==> src/rtl/riscv_pkg.sv <==
// Shared definitions for the register-file dump engine: state encoding and
// the default address/data widths of the register file it reads.
package riscv_pkg;

  localparam int default_address_width = 5;
  localparam int default_register_size = 32;

  typedef enum logic [1:0] {
    IDLE = 2'd0,
    READ = 2'd1,
    SEND = 2'd2,
    DONE = 2'd3
  } dump_state_t;

endpackage

==> src/rtl/reg_file_dump_if.sv <==
// Control, register-file read port and output stream of the dump engine.
// The engine itself connects through the slave modport.
interface reg_file_dump_if
  import riscv_pkg::*;
#(
  parameter int address_width = default_address_width,
  parameter int register_size = default_register_size
);

  logic                     start_i;
  logic                     abort_i;
  logic [address_width-1:0] first_addr_i;
  logic [address_width-1:0] last_addr_i;
  logic [address_width-1:0] rf_addr_o;
  logic [register_size-1:0] rf_data_i;
  logic                     out_valid_o;
  logic                     out_ready_i;
  logic [address_width-1:0] out_addr_o;
  logic [register_size-1:0] out_data_o;
  logic                     busy_o;
  logic                     done_o;

  modport slave (
    input  start_i, abort_i, first_addr_i, last_addr_i, rf_data_i, out_ready_i,
    output rf_addr_o, out_valid_o, out_addr_o, out_data_o, busy_o, done_o
  );

  modport master (
    output start_i, abort_i, first_addr_i, last_addr_i, rf_data_i, out_ready_i,
    input  rf_addr_o, out_valid_o, out_addr_o, out_data_o, busy_o, done_o
  );

endinterface

==> src/rtl/reg_file_dump.sv <==
// Register-file dump engine: walks first..last (wrapping past the top address)
// through a combinational read port and streams each word over valid/ready.
module reg_file_dump
  import riscv_pkg::*;
#(
  parameter int address_width = default_address_width,
  parameter int register_size = default_register_size
) (
  input logic            clk,
  input logic            reset,
  reg_file_dump_if.slave bus
);

  // state | meaning
  // IDLE  | waiting for start_i, read address parked at 0
  // READ  | read port addresses current register, word captured into output register
  // SEND  | word presented, held until out_ready_i
  // DONE  | single-cycle done_o pulse

  dump_state_t state, state_nxt;

  logic [address_width-1:0] cur_addr;
  logic [address_width-1:0] last_addr;
  logic [address_width-1:0] out_addr;
  logic [register_size-1:0] out_data;
  logic                     handshake;
  logic                     at_last;

  assign handshake = (state == SEND) && bus.out_ready_i;
  assign at_last   = (cur_addr == last_addr);

  always_comb begin
    state_nxt = state;
    case (state)
      IDLE:    if (bus.start_i) state_nxt = READ;
      READ:    state_nxt = SEND;
      SEND:    if (handshake) state_nxt = at_last ? DONE : READ;
      DONE:    state_nxt = IDLE;
      default: state_nxt = IDLE;
    endcase
    // abort wins over a same-cycle handshake; the accepted word still counts
    if (state != IDLE && bus.abort_i) state_nxt = IDLE;
  end

  always_ff @(posedge clk) begin
    if (reset) begin
      state     <= IDLE;
      cur_addr  <= '0;
      last_addr <= '0;
      out_addr  <= '0;
      out_data  <= '0;
    end else begin
      state <= state_nxt;
      case (state)
        IDLE: begin
          if (bus.start_i) begin
            cur_addr  <= bus.first_addr_i;
            last_addr <= bus.last_addr_i;
          end
        end
        READ: begin
          out_addr <= cur_addr;
          out_data <= bus.rf_data_i;
        end
        SEND: begin
          // natural overflow gives the wrap from the top register back to 0
          if (handshake && !at_last) cur_addr <= cur_addr + address_width'(1);
        end
        default: ;
      endcase
    end
  end

  assign bus.rf_addr_o   = (state == IDLE) ? '0 : cur_addr;
  assign bus.out_valid_o = (state == SEND);
  assign bus.out_addr_o  = out_addr;
  assign bus.out_data_o  = out_data;
  assign bus.busy_o      = (state != IDLE);
  assign bus.done_o      = (state == DONE);

endmodule

==> src/flat_wrapper.sv <==
// flat-port wrapper written by rule: the top's interface ports become plain ports
module reg_file_dump_flat import riscv_pkg::*;
#(
  parameter int address_width = default_address_width,
  parameter int register_size = default_register_size
)
  (clk, reset, bus_start_i, bus_abort_i, bus_first_addr_i, bus_last_addr_i, bus_rf_data_i, bus_out_ready_i, bus_rf_addr_o, bus_out_valid_o, bus_out_addr_o, bus_out_data_o, bus_busy_o, bus_done_o);
  reg_file_dump_if #(.address_width(address_width), .register_size(register_size)) bus_i ();
  input logic clk;
  input logic reset;
  input wire logic [$bits(bus_i.start_i)-1:0] bus_start_i;
  input wire logic [$bits(bus_i.abort_i)-1:0] bus_abort_i;
  input wire logic [$bits(bus_i.first_addr_i)-1:0] bus_first_addr_i;
  input wire logic [$bits(bus_i.last_addr_i)-1:0] bus_last_addr_i;
  input wire logic [$bits(bus_i.rf_data_i)-1:0] bus_rf_data_i;
  input wire logic [$bits(bus_i.out_ready_i)-1:0] bus_out_ready_i;
  output wire logic [$bits(bus_i.rf_addr_o)-1:0] bus_rf_addr_o;
  output wire logic [$bits(bus_i.out_valid_o)-1:0] bus_out_valid_o;
  output wire logic [$bits(bus_i.out_addr_o)-1:0] bus_out_addr_o;
  output wire logic [$bits(bus_i.out_data_o)-1:0] bus_out_data_o;
  output wire logic [$bits(bus_i.busy_o)-1:0] bus_busy_o;
  output wire logic [$bits(bus_i.done_o)-1:0] bus_done_o;
  assign bus_i.start_i = bus_start_i;
  assign bus_i.abort_i = bus_abort_i;
  assign bus_i.first_addr_i = bus_first_addr_i;
  assign bus_i.last_addr_i = bus_last_addr_i;
  assign bus_i.rf_data_i = bus_rf_data_i;
  assign bus_i.out_ready_i = bus_out_ready_i;
  assign bus_rf_addr_o = bus_i.rf_addr_o;
  assign bus_out_valid_o = bus_i.out_valid_o;
  assign bus_out_addr_o = bus_i.out_addr_o;
  assign bus_out_data_o = bus_i.out_data_o;
  assign bus_busy_o = bus_i.busy_o;
  assign bus_done_o = bus_i.done_o;
  reg_file_dump #(.address_width(address_width), .register_size(register_size)) u_core (.clk(clk), .reset(reset), .bus(bus_i));
endmodule
==> config.mk <==
export PLATFORM = sky130hd
export DESIGN_NAME = reg_file_dump_flat
export DESIGN_NICKNAME = d
export VERILOG_FILES = /design/src/rtl/riscv_pkg.sv /design/src/rtl/reg_file_dump_if.sv /design/src/rtl/reg_file_dump.sv /design/src/flat_wrapper.sv
export SDC_FILE = /design/constraint.sdc
export NUM_CORES = 1
export LEC_CHECK = 0
export BUFFER_PORTS_ARGS = -buffer_cell sky130_fd_sc_hd__buf_2
export CELL_PAD_IN_SITES_DETAIL_PLACEMENT = 1
export CELL_PAD_IN_SITES_GLOBAL_PLACEMENT = 1
export CORE_UTILIZATION = 32
export DETAILED_ROUTE_END_ITERATION = 16
export GPL_ROUTABILITY_DRIVEN = 0
export PLACE_DENSITY_LB_ADDON = 0.1
export SLEW_MARGIN = 20
export SYNTH_ARGS = -nofsm -noshare
export SYNTH_HDL_FRONTEND = slang
export SYNTH_SLANG_ARGS = --single-unit
==> constraint.sdc <==
create_clock -name clk -period 2.3 [get_ports clk]
set_clock_uncertainty 0.2 [all_clocks]
set_input_delay 0.23 -clock clk [delete_from_list [all_inputs] [get_ports clk]]
set_output_delay 0.23 -clock clk [all_outputs]
set_load 0.01 [all_outputs]
==> Word-level counts from Yosys, hierarchy flattened <==
Cells that the tools add are included.
{ "totals": {"rom_bits": 0, "latch_bits": 0, "n_memories": 0, "input_bits": 47, "output_inout_bits": 45, "mem_bits_rw": 0, "ff_bits": 49, "wordCells": 32} }
{ "classes": {"bitwise": 0, "n_reduce_logical": 11, "muxes": 8, "order_cmp": 0, "n_eq_ne": 7, "n_mul": 0, "div_mod_pow": 0, "shifts": 0, "n_addsub": 1} }
{ "op_table": {"columns": ["operator", "n"], "rows": [
  ["two-way mux 5 bit", 3],
  ["case mux 5 bit (2 select lines)", 1],
  ["case mux 2 bit (4 select lines)", 1],
  ["two-way mux 2 bit", 3],
  ["adder 5 x 1 -> 5 bit (second input constant)", 1],
  ["== test 5 bit", 1],
  ["== test 2 bit (second input constant)", 2],
  ["!= test 2 x 1 -> 1 bit (second input constant)", 2],
  ["AND reduction 2 bit", 2],
  ["nonzero test 2 bit", 2],
  ["logical AND 1 bit", 3],
  ["AND reduction 3 bit", 1],
  ["== test 2 x 1 -> 1 bit (second input constant)", 1],
  ["zero test 2 bit", 1],
  ["!= test 2 bit (second input constant)", 1],
  ["OR reduction 2 bit", 1],
  ["zero test 1 bit", 1]
]} }

==> Logic depth before layout (Yosys ltp) <==
Gate-level depths: netlist of the first run.
{ "depth": {"word_depth": 5, "ltp_mapped": 6, "mapped_depth_nobuf": 5} }

==> Least setup slack after synthesis of the first run <==
OpenSTA, ideal clock, no wires.
{ "synth_timing": {"kind": "reg2reg", "from": "register u_core.cur_addr[0]", "to": "register u_core.cur_addr[2]", "path_slack_ns": 0.685, "t_arrival_ns": 1.283, "setup_time_ns": 0.133, "required_time_ns": 1.967, "synth_period_minus_slack_ns": 1.615, "stages_incl_launch_ff": 5, "path_buffers": 0, "cell_sequence": "dfxtp_1 > xor2_1 > nor4_4 > a21o_2 > o32ai_2"} }
{ "synth_via": {"elab_chain_cells": 5, "word_cells_on_any_way": 8, "classes_between": "add/sub: 1; eq/ne: 2; mux: 2; reduce/logical: 3"} }
{ "synth_rtl": {"columns": ["element", "line_no", "text"], "rows": [
  ["start, declared", "reg_file_dump.sv:22", "logic [address_width-1:0] cur_addr;"],
  ["start signal, assigned", "reg_file_dump.sv:57", "cur_addr <= bus.first_addr_i;"],
  ["start signal, assigned", "reg_file_dump.sv:67", "if (handshake && !at_last) cur_addr <= cur_addr + address_width'(1);"],
  ["parallel branches: the longest is 5 deep, another holds adder 5 x 1 -> 5 bit", null, null]
]} }
Several ways; the timed one is not identified. The select of a mux whose other input is x is not followed.
A chain may end at the register's enable or synchronous reset.

==> Final worst setup path of the first run <==
{ "layout_timing": {"from": "register u_core.state[1]", "to": "register u_core.cur_addr[4]"} }
{ "layout_via": {"elab_chain_cells": 5, "word_cells_on_any_way": 9, "classes_between": "eq/ne: 3; mux: 1; reduce/logical: 5"} }
{ "layout_rtl": {"columns": ["element", "line_no", "text"], "rows": [
  ["start, declared", "reg_file_dump.sv:20", "dump_state_t state, state_nxt;"],
  ["start signal, assigned", "reg_file_dump.sv:53", "state <= state_nxt;"],
  ["== test 2 bit", "reg_file_dump.sv:29, reg_file_dump.sv:54", null],
  ["logical AND 1 bit", "reg_file_dump.sv:29", "assign handshake = (state == SEND) && bus.out_ready_i;"],
  ["logical AND 1 bit", "reg_file_dump.sv:67", null],
  ["!= test 2 x 1 -> 1 bit (no line)", null, null],
  ["AND reduction 3 bit (no line)", null, null]
]} }
Several ways; a longest one is shown, not always the timed one.

==> results of run 1 <==
state kept, by name, summed over array words and instances (netlist names):
name,cells
u_core.last_addr,5
u_core.bus.out_addr_o,5
u_core.bus.out_data_o,32
u_core.state,2
u_core.cur_addr,5
how the worst max path moves through the flow:
stage / from / to / slack [ns]
floorplan: u_core.cur_addr[0] / u_core.cur_addr[2] / 0.68
detailed placement: u_core.state[1] / u_core.cur_addr[4] / 0.49
finish: u_core.state[1] / u_core.cur_addr[4] / 0.47
global placement: u_core.state[1] / u_core.cur_addr[4] / 0.53
global route: u_core.state[1] / u_core.cur_addr[4] / 0.28
CTS: u_core.state[1] / u_core.cur_addr[4] / 0.47
Yosys cell counts:
library cell / instances / share of area (%)
a211o_2: 1 / 0.49
and3_1: 2 / 0.62
nor3_1: 2 / 0.49
clkbuf_1: 6 / 1.1
nand2_1: 76 / 14
o32ai_2: 3 / 2.4
nor2_1: 14 / 2.6
and2_1: 2 / 0.62
o21ai_0: 3 / 0.74
mux2_2: 1 / 0.55
a2bb2oi_1: 1 / 0.43
buf_4: 1 / 0.37
o21a_1: 1 / 0.37
a21o_1: 1 / 0.37
nor4_4: 1 / 1.0
inv_1: 4 / 0.74
a21oi_1: 38 / 9.4
nor2b_1: 7 / 2.2
buf_1: 2 / 0.37
xor2_1: 5 / 2.2
nand2b_2: 1 / 0.43
buf_2: 7 / 1.7
a22oi_1: 2 / 0.74
mux2i_1: 5 / 2.5
a21o_2: 1 / 0.43
a211oi_1: 3 / 1.1
ha_1: 1 / 0.62
a211oi_2: 2 / 1.2
nand3_1: 2 / 0.49
nand2b_1: 5 / 1.5
dfxtp_1: 49 / 48
per-stage QoR:
step           hold WS [ns]  utilization (%)  area [um2]  worst slack [ns]  power [mW]
2_1_floorplan         0.109                -        2030             0.685        1.12
3_3_place_gp          0.239             42.3        2550             0.534        1.24
3_5_place_dp          0.231             42.3        2550             0.488        1.24
4_1_cts              0.0840             50.2        3030             0.470        1.84
5_1_grt              0.0964             50.2        3030             0.283        1.91
6_report             0.0947             50.2        3030             0.467        1.81
repair_timing:
action | CTS | global route
endpoints found under the hold margin | 38 | 0
setup endpoints to repair | 0 | 0
hold buffers | 38 | 0
layout make-up:
class	count	area share, %
clock buffers	6	2.73
clock inverters	2	0.455
inverters	4	0.496
multi-input cells	180	32.0
flip-flops and latches	49	32.4
well taps	75	3.10
repair buffers	134	28.9
cell families after synthesis:
group,after synthesis
mux,6
xor+xnor,5
compound gates,56
flops,49
buf+inv,20
fa+ha+maj,1
simple gates,112
routing by layer:
layer  share of wire (%)  track usage (%)  wire, um
met1                  47             23.1      2890
met2                  47             32.1      2900
met3                 5.2             4.11       319
met4                 1.0             5.44        63
met5                   0                0         0
power by group through the flow:
stage	Combinational [mW]	Sequential, mW	Clock [mW]
floorplan	0.167	0.956	0
global placement	0.292	0.946	0
detailed placement	0.293	0.949	0
CTS	0.345	0.929	0.563
global route	0.380	0.936	0.589
finish	0.343	0.929	0.534
tightest hold or removal path, stage by stage:
cell,delay (ns)
buf_2,0.08
a2bb2oi_1,0.06
o32ai_2,0.19
==> results.json, run 1 <==
{
  "outcome": "completed",
  "worst-path-buf-inv": 0,
  "rows": 28,
  "power.share.combinational_pct": 19.0,
  "worst_r2r_path_depth": 4,
  "area_growth_pct": 48.9,
  "drt_first_pass_iters": 4,
  "cts_sinks": 49,
  "clock_path_buffers": 2,
  "numPortBuffers": 91,
  "hold_path.class": "input pin to flop",
  "die_width_um": 81.7,
  "crit_fanout": 10,
  "r2r_start": "u_core.state[1]",
  "first_global_vias": 2017,
  "seqCellArea_um2": 981,
  "hpwl_um": 3990,
  "ys_seq_elements": 49,
  "crit_chain": "nand2b_2 > nor2_1 > a21o_2 > o32ai_2",
  "worstReg2RegEnd": "u_core.cur_addr[4]",
  "synthAdderAreaFrac_pct": 0.615,
  "cp_data_required_time_ns": 2.27,
  "syn-num-nets": 297,
  "wl_per_cell_um": 13.7,
  "slew_headroom_pct": 64.7,
  "num_vias": 2091,
  "n_fill_cell": 748,
  "sequentialPowerShare_pct": 51.4,
  "critPathSlowestCell": "dfxtp_1",
  "antennaDiodeCount": 0,
  "grt_max_degree": 38,
  "cp-start-kind": "flop",
  "max_stage_delay_ns": 0.50,
  "p_sw_share_pct": 27.7,
  "pin_count": 92,
  "synth.area.mux_share_pct": 3.02,
  "power.leakage_nw": 1.40,
  "fmax_mhz": 545,
  "netlist_area_um2": 2030,
  "die_h_um": 81.7,
  "fin_tns_setup_ns": 0,
  "syn_inst": 249,
  "multi_input_area_um2": 967,
  "htree_levels": 2,
  "synth_top_family_by_area": "simple AND/OR/NAND/NOR gates",
  "initial_core_util_pct": 33.7,
  "antenna_found_initial": 0,
  "dp.cells": 404,
  "holdPathEnd": "u_core.cur_addr[2]",
  "synth-seq-area-share_pct": 48.2,
  "period_share_pct": 79.7,
  "yosysWarnings": 0,
  "clockRootBuffer": "clkbuf_8",
  "path_class": "flop to flop",
  "core_area_um2": 6030,
  "cts_resized": 0,
  "rsz0062_at_grt": "false",
  "layout-drive-gt1-share_pct": 30.7,
  "clk_latency_ns": 0.30,
  "ys_types": 31,
  "syn_area_per_cell_um2": 8.17,
  "final_cell_mix": "buf_2 (91), nand2_1 (76), dfxtp_1 (49)",
  "setup_viol": 0,
  "wl_um": 6170,
  "synthSimpleGateAreaFrac_pct": 24.0,
  "p_clk_share_pct": 29.6,
  "clk_pin_slew_worst_paths_ns": 0.09,
  "cts_setup_buffers": 0,
  "cp.depth": 4,
  "hold_depth": 3,
  "slew_violations": 0,
  "grt_pass1_wl_um": 9430,
  "synth-compound-area-share_pct": 17.7,
  "final_nets": 422,
  "r2r_slack_ns": 0.47,
  "tightest_slew_ns": 0.528,
  "power.switching_mw": 0.500,
  "tritoncts": "built",
  "irDropWorstVdd_mv": 0.320,
  "cp.arrival_ns": 1.81,
  "hold_path.startpoint": "bus_first_addr_i[2]",
  "period_needed_ns": 1.83,
  "die-area_um2": 6680,
  "maxCapViolations": 0,
  "yosys.area_share.xor_xnor_pct": 2.15,
  "final_cells": 450,
  "layout_commonest_cell": "buf_2",
  "end_kind": "flop",
  "numCtsBuffers": 5,
  "vias_per_cell": 4.65,
  "initialDrtViolationCount": 26,
  "ant_nets": 0,
  "pwr_density_cell_nw_per_um2": 597,
  "drc": 0,
  "grt-ovfl-total": 0,
  "worst_path_dominant_cell_family": "simple AND/OR/NAND/NOR gates",
  "finalHoldViolCount": 0,
  "grtUsageTotal_pct": 18.6,
  "p_int_mw": 1.31
}
Note: power is estimated with default switching activity, not from simulation.
==> run 2, diff against run 1 <==
==> constraint.sdc (replaced) <==
create_clock -name clk -period 1.85 [get_ports clk]
set_clock_uncertainty 0.2 [all_clocks]
set_input_delay 0.185 -clock clk [delete_from_list [all_inputs] [get_ports clk]]
set_output_delay 0.185 -clock clk [all_outputs]
set_load 0.01 [all_outputs]
==> results.json, run 2 (synthesis gave the netlist of run 1 again) <==
{
  "maxCapViolations": 0,
  "worstReg2RegEnd": "u_core.cur_addr[1]",
  "holdPathEnd": "u_core.state[1]",
  "clk_latency_ns": 0.30,
  "antenna_found_initial": 0,
  "antennaDiodeCount": 0,
  "cp.arrival_ns": 1.40,
  "max_stage_delay_ns": 0.51,
  "seqCellArea_um2": 981,
  "critPathSlowestCell": "dfxtp_1",
  "n_fill_cell": 777,
  "tightest_slew_ns": 0.368,
  "postLayoutCellArea_um2": 3100,
  "cts_sinks": 49,
  "final_cell_mix": "buf_2 (91), nand2_1 (76), dfxtp_1 (49)",
  "layout-drive-gt1-share_pct": 31.8,
  "multi_input_area_um2": 967,
  "pwr_density_cell_nw_per_um2": 735,
  "grtUsageTotal_pct": 19.6,
  "final_nets": 428,
  "cp_data_required_time_ns": 1.46,
  "period_needed_ns": 1.79,
  "slew_violations": 0,
  "layout_commonest_cell": "buf_2",
  "first_global_vias": 2059,
  "largest_register_ffs": 32,
  "rows": 28,
  "crit_chain": "nor2_1 > buf_4 > nor2b_1 > buf_2",
  "grt-ovfl-total": 0,
  "path_class": "flop to primary output",
  "power.leakage_nw": 1.44,
  "wl_per_cell_um": 13.9,
  "htree_levels": 2,
  "p_total_mw": 2.28,
  "core_area_um2": 6030,
  "area_growth_pct": 52.3,
  "die_h_um": 81.7,
  "cts_resized": 0,
  "drc": 0,
  "grt_max_degree": 38,
  "wl_um": 6330,
  "hpwl_um": 4270,
  "clock_path_buffers": 2,
  "tritoncts": "built",
  "clk_pin_slew_worst_paths_ns": 0.08,
  "finalHoldViolCount": 0,
  "worst_r2r_path_depth": 5,
  "hold_depth": 2,
  "initialDrtViolationCount": 46,
  "setup_viol": 0,
  "grt_pass1_wl_um": 9750,
  "drt_first_pass_iters": 4,
  "outcome": "completed",
  "dp.cells": 410,
  "initial_core_util_pct": 33.7,
  "crit_fanout": 10,
  "fin_tns_setup_ns": 0,
  "rsz0062_at_grt": "false",
  "die_width_um": 81.7,
  "ant_nets": 0,
  "worst_path_dominant_cell_family": "flip-flops",
  "r2r_slack_ns": 0.14,
  "final_cells": 456,
  "fmax_mhz": 559,
  "placed_area_um2": 2620,
  "pin_count": 92,
  "numCtsBuffers": 5,
  "die-area_um2": 6680,
  "end_kind": "primary output",
  "worst-path-buf-inv": 2,
  "irDropWorstVdd_mv": 0.321,
  "num_vias": 2134,
  "slew_headroom_pct": 75.3,
  "hold_path.class": "input pin to flop",
  "numPortBuffers": 91,
  "clockRootBuffer": "clkbuf_8",
  "cp-start-kind": "flop",
  "vias_per_cell": 4.68,
  "period_share_pct": 96.7,
  "r2r_start": "u_core.cur_addr[1]",
  "hold_path.startpoint": "reset"
}
-- run 2: changes by cell type in the layout (fill, tap and decap cells not counted), sizes merged --
cell,change
buf,+6
-- run 2: routing by layer --
layer  GRT usage [%]  vias to the layer above  part of all wire, %
met2            34.8                       57                   49
met5               0                        -                    0
li1                -                     1079                    -
met3            4.22                       12                  5.1
met4            7.37                        0                  1.9
met1            22.9                      986                   44
-- run 2: report_power, final --
group / internal, mW / leakage [nW] / total (mW) / switching (mW)
registers: 1.11 / 0.400 / 1.15 / 0.0373
logic: 0.232 / 0.986 / 0.463 / 0.232
clock network: 0.304 / 0.0512 / 0.665 / 0.361
-- run 2: cell type report --
| cell class | instances | area share (%) |
|---|---|---|
| Timing Repair Buffer | 140 | 30.5 |
| Multi-Input combinational cell | 180 | 31.2 |
| Clock inverter | 2 | 0.444 |
| Inverter | 4 | 0.485 |
| Tap cell | 75 | 3.03 |
| Clock buffer | 6 | 2.67 |
| Sequential cell | 49 | 31.7 |
-- run 2: what timing repair did --
item | CTS | global route
setup buffers | 0 | 0
hold buffers | 38 | 0
endpoints found under the hold margin | 39 | 0
setup endpoints to repair | 0 | 1
-- run 2: worst max-delay path by stage --
stage	cells past startpoint	startpoint	endpoint
finish	4	u_core.state[1]	bus_rf_addr_o[0]
global route	4	u_core.state[1]	bus_rf_addr_o[0]
CTS	4	u_core.state[1]	bus_rf_addr_o[0]
detailed placement	5	u_core.state[1]	u_core.cur_addr[1]
global placement	5	u_core.cur_addr[0]	u_core.cur_addr[1]
floorplan	4	u_core.cur_addr[0]	u_core.cur_addr[2]
-- run 2: metrics by stage --
stage	setup slack (ns)	hold slack, ns	utilization (%)
2_1_floorplan	0.235	0.0643	-
3_3_place_gp	0.209	0.199	43.5
3_5_place_dp	0.154	0.197	43.5
4_1_cts	0.0479	0.0538	51.4
5_1_grt	0.0102	0.0471	51.4
6_report	0.0620	0.0450	51.4
==> run 3, diff against run 2 <==
--- a/config.mk
+++ b/config.mk
@@ -5,10 +5,11 @@
 export SDC_FILE = /design/constraint.sdc
 export NUM_CORES = 1
 export LEC_CHECK = 0
+export ABC_AREA = 1
 export BUFFER_PORTS_ARGS = -buffer_cell sky130_fd_sc_hd__buf_2
 export CELL_PAD_IN_SITES_DETAIL_PLACEMENT = 1
 export CELL_PAD_IN_SITES_GLOBAL_PLACEMENT = 1
-export CORE_UTILIZATION = 32
+export CORE_UTILIZATION = 31
 export DETAILED_ROUTE_END_ITERATION = 16
 export GPL_ROUTABILITY_DRIVEN = 0
 export PLACE_DENSITY_LB_ADDON = 0.1
==> results.json, run 3 <==
{
  "outcome": "completed",
  "antennaDiodeCount": 0,
  "ys_types": 21,
  "cts_sinks": 49,
  "setup_viol": 0,
  "yosysWarnings": 0,
  "ant_nets": 0,
  "slew_headroom_pct": 59.9,
  "vias_per_cell": 4.64,
  "largest_register_ffs": 32,
  "drc": 0,
  "grt_max_degree": 43,
  "numCtsBuffers": 5,
  "grt-ovfl-total": 0,
  "hold_path.class": "input pin to flop",
  "fin_tns_setup_ns": 0,
  "grt_pass1_wl_um": 10700,
  "die-area_um2": 6680,
  "synth.most_common_cell": "nor2_1",
  "wl_met2_um": 3380,
  "p_total_mw": 2.59,
  "wl_per_cell_um": 14.0,
  "syn-num-nets": 320,
  "irDropWorstVdd_mv": 0.514,
  "synth_edf_count": 0,
  "antenna_found_initial": 0,
  "finalHoldViolCount": 0,
  "clock_path_buffers": 2,
  "end_kind": "flop",
  "netlist_top_cells_area": "dfxtp_1 (50%), nor2_1 (15%), o21ai_0 (11%), nand2_1 (7.1%), a21oi_1 (3.0%)",
  "grtUsageTotal_pct": 21.1,
  "pwr_density_cell_nw_per_um2": 863,
  "async_reset_ff_share_pct": 0,
  "fmax_mhz": 571,
  "num_vias": 2209,
  "hold_depth": 5,
  "rows": 28,
  "period_share_pct": 94.6,
  "wl_um": 6650,
  "highest_layer": "met4",
  "die_width_um": 81.7,
  "tightest_slew_ns": 0.601,
  "synth-main-ff-cell": "dfxtp_1",
  "initial_core_util_pct": 32.7,
  "ys_top_cells_by_count": "nor2_1 (79), dfxtp_1 (49), o21ai_0 (44)",
  "drt_first_pass_iters": 4,
  "numPortBuffers": 91,
  "cp_data_required_time_ns": 1.90,
  "cts_setup_buffers": 0,
  "clockRootBuffer": "clkbuf_8",
  "layout-drive-gt1-share_pct": 29.9,
  "path_class": "flop to flop",
  "clk_latency_ns": 0.31,
  "final_nets": 448,
  "met1_length_um": 2930,
  "area_growth_pct": 52.5,
  "final_cells": 476,
  "core_area_um2": 6030,
  "ys_seq_elements": 49,
  "netlist_area_um2": 1970,
  "crit_fanout": 10,
  "layout_commonest_cell": "buf_2",
  "first_global_vias": 2261,
  "syn_inst": 272,
  "synth_top_cell_area_share_pct": 49.8,
  "final_cell_mix": "buf_2 (91), nor2_1 (79), dfxtp_1 (47)",
  "tritoncts": "built",
  "initialDrtViolationCount": 58,
  "maxCapViolations": 0,
  "dp.cells": 430,
  "cp.arrival_ns": 1.80,
  "cp-start-kind": "flop",
  "worst_r2r_path_depth": 5,
  "wl_met3_um": 292,
  "hold_slack_ns": 0.0231,
  "pin_count": 92,
  "die_h_um": 81.7,
  "synth-seq-area-share_pct": 49.8,
  "syn_area_per_cell_um2": 7.24,
  "rsz0062_at_grt": "false",
  "yosys.area.top_type": "dfxtp_1",
  "hpwl_um": 4150,
  "slew_violations": 0,
  "clk_pin_slew_worst_paths_ns": 0.10,
  "final_util_pct": 49.9,
  "period_needed_ns": 1.75,
  "htree_levels": 2,
  "power.leakage_nw": 1.53
}
## run 3: changes by cell type in the layout (fill, tap and decap cells not counted), sizes merged, moves of 4 or more
| cell | delta |
|---|---|
| nand2b | -6 |
| o21ai | +42 |
| a21oi | -26 |
| xor2 | -4 |
| a211oi | -5 |
| nand2 | -37 |
| nor2 | +71 |
| buf | -7 |
| inv | +15 |
| mux2i | -5 |
| nor2b | -7 |
## run 3: final timing paths
path | endpoint | slack [ns] | startpoint
worst min register to register | u_core.last_addr[3] | 0.28 | u_core.last_addr[3]
worst max-delay path | u_core.last_addr[4] | 0.1 | u_core.state[0]
worst min-delay path | u_core.cur_addr[3] | 0.02 | bus_first_addr_i[3]
worst max register to register | u_core.last_addr[4] | 0.1 | u_core.state[0]
## run 3: cell families (layout without fill, tap and decap cells)
logic type,after synthesis,in the layout,share of synthesized area [%]
flip-flops,49,49,49.8
XOR/XNOR,1,1,0.445
buffers and inverters,30,159,5.91
adder cells (fa/ha/maj),1,1,0.635
AO/OA/AOI/OAI,58,58,15.4
AND/OR/NAND/NOR,133,133,27.8
## run 3: power by group
group	leakage (nW)	internal, mW	switching [mW]
clock network	0.0518	0.311	0.393
logic	1.08	0.276	0.366
registers	0.404	1.17	0.0734
total	1.53	1.76	0.833
## run 3: layout make-up
class	count	area (um2)
clock inverter	2	17.5
multi-input combinational	193	877
fill	806	3020
inverter	18	67.6
sequential	49	983
clock buffer	6	82.6
tap	75	93.8
timing repair buffer	133	882
## run 3: what timing repair did
item / in CTS / in global routing
hold endpoints to repair: 38 / 0
endpoints found under the setup margin: 0 / 1
gates resized for setup: 0 / 4
hold buffers: 38 / 0
## run 3: metal layers
layer | GRT usage, % | vias to the layer above
li1 | - | 1114
met3 | 5.33 | 5
met1 | 24.4 | 1044
met5 | 0 | -
met4 | 4.74 | 0
met2 | 38.6 | 46
## run 3: per-stage QoR
step	setup WS [ns]	instance area, um2
2_1_floorplan	0.374	1970
3_3_place_gp	0.250	2510
3_5_place_dp	0.211	2510
4_1_cts	0.0902	2990
5_1_grt	0.000709	3000
6_report	0.0990	3000
## run 3: critical path, stage by stage, from the launching register on
cell,delay (ns)
dfxtp_2,0.42
nor2_4,0.06
nand2_2,0.20
nand2_1,0.08
a21oi_1,0.15
dlygate4sd3_1,0.58
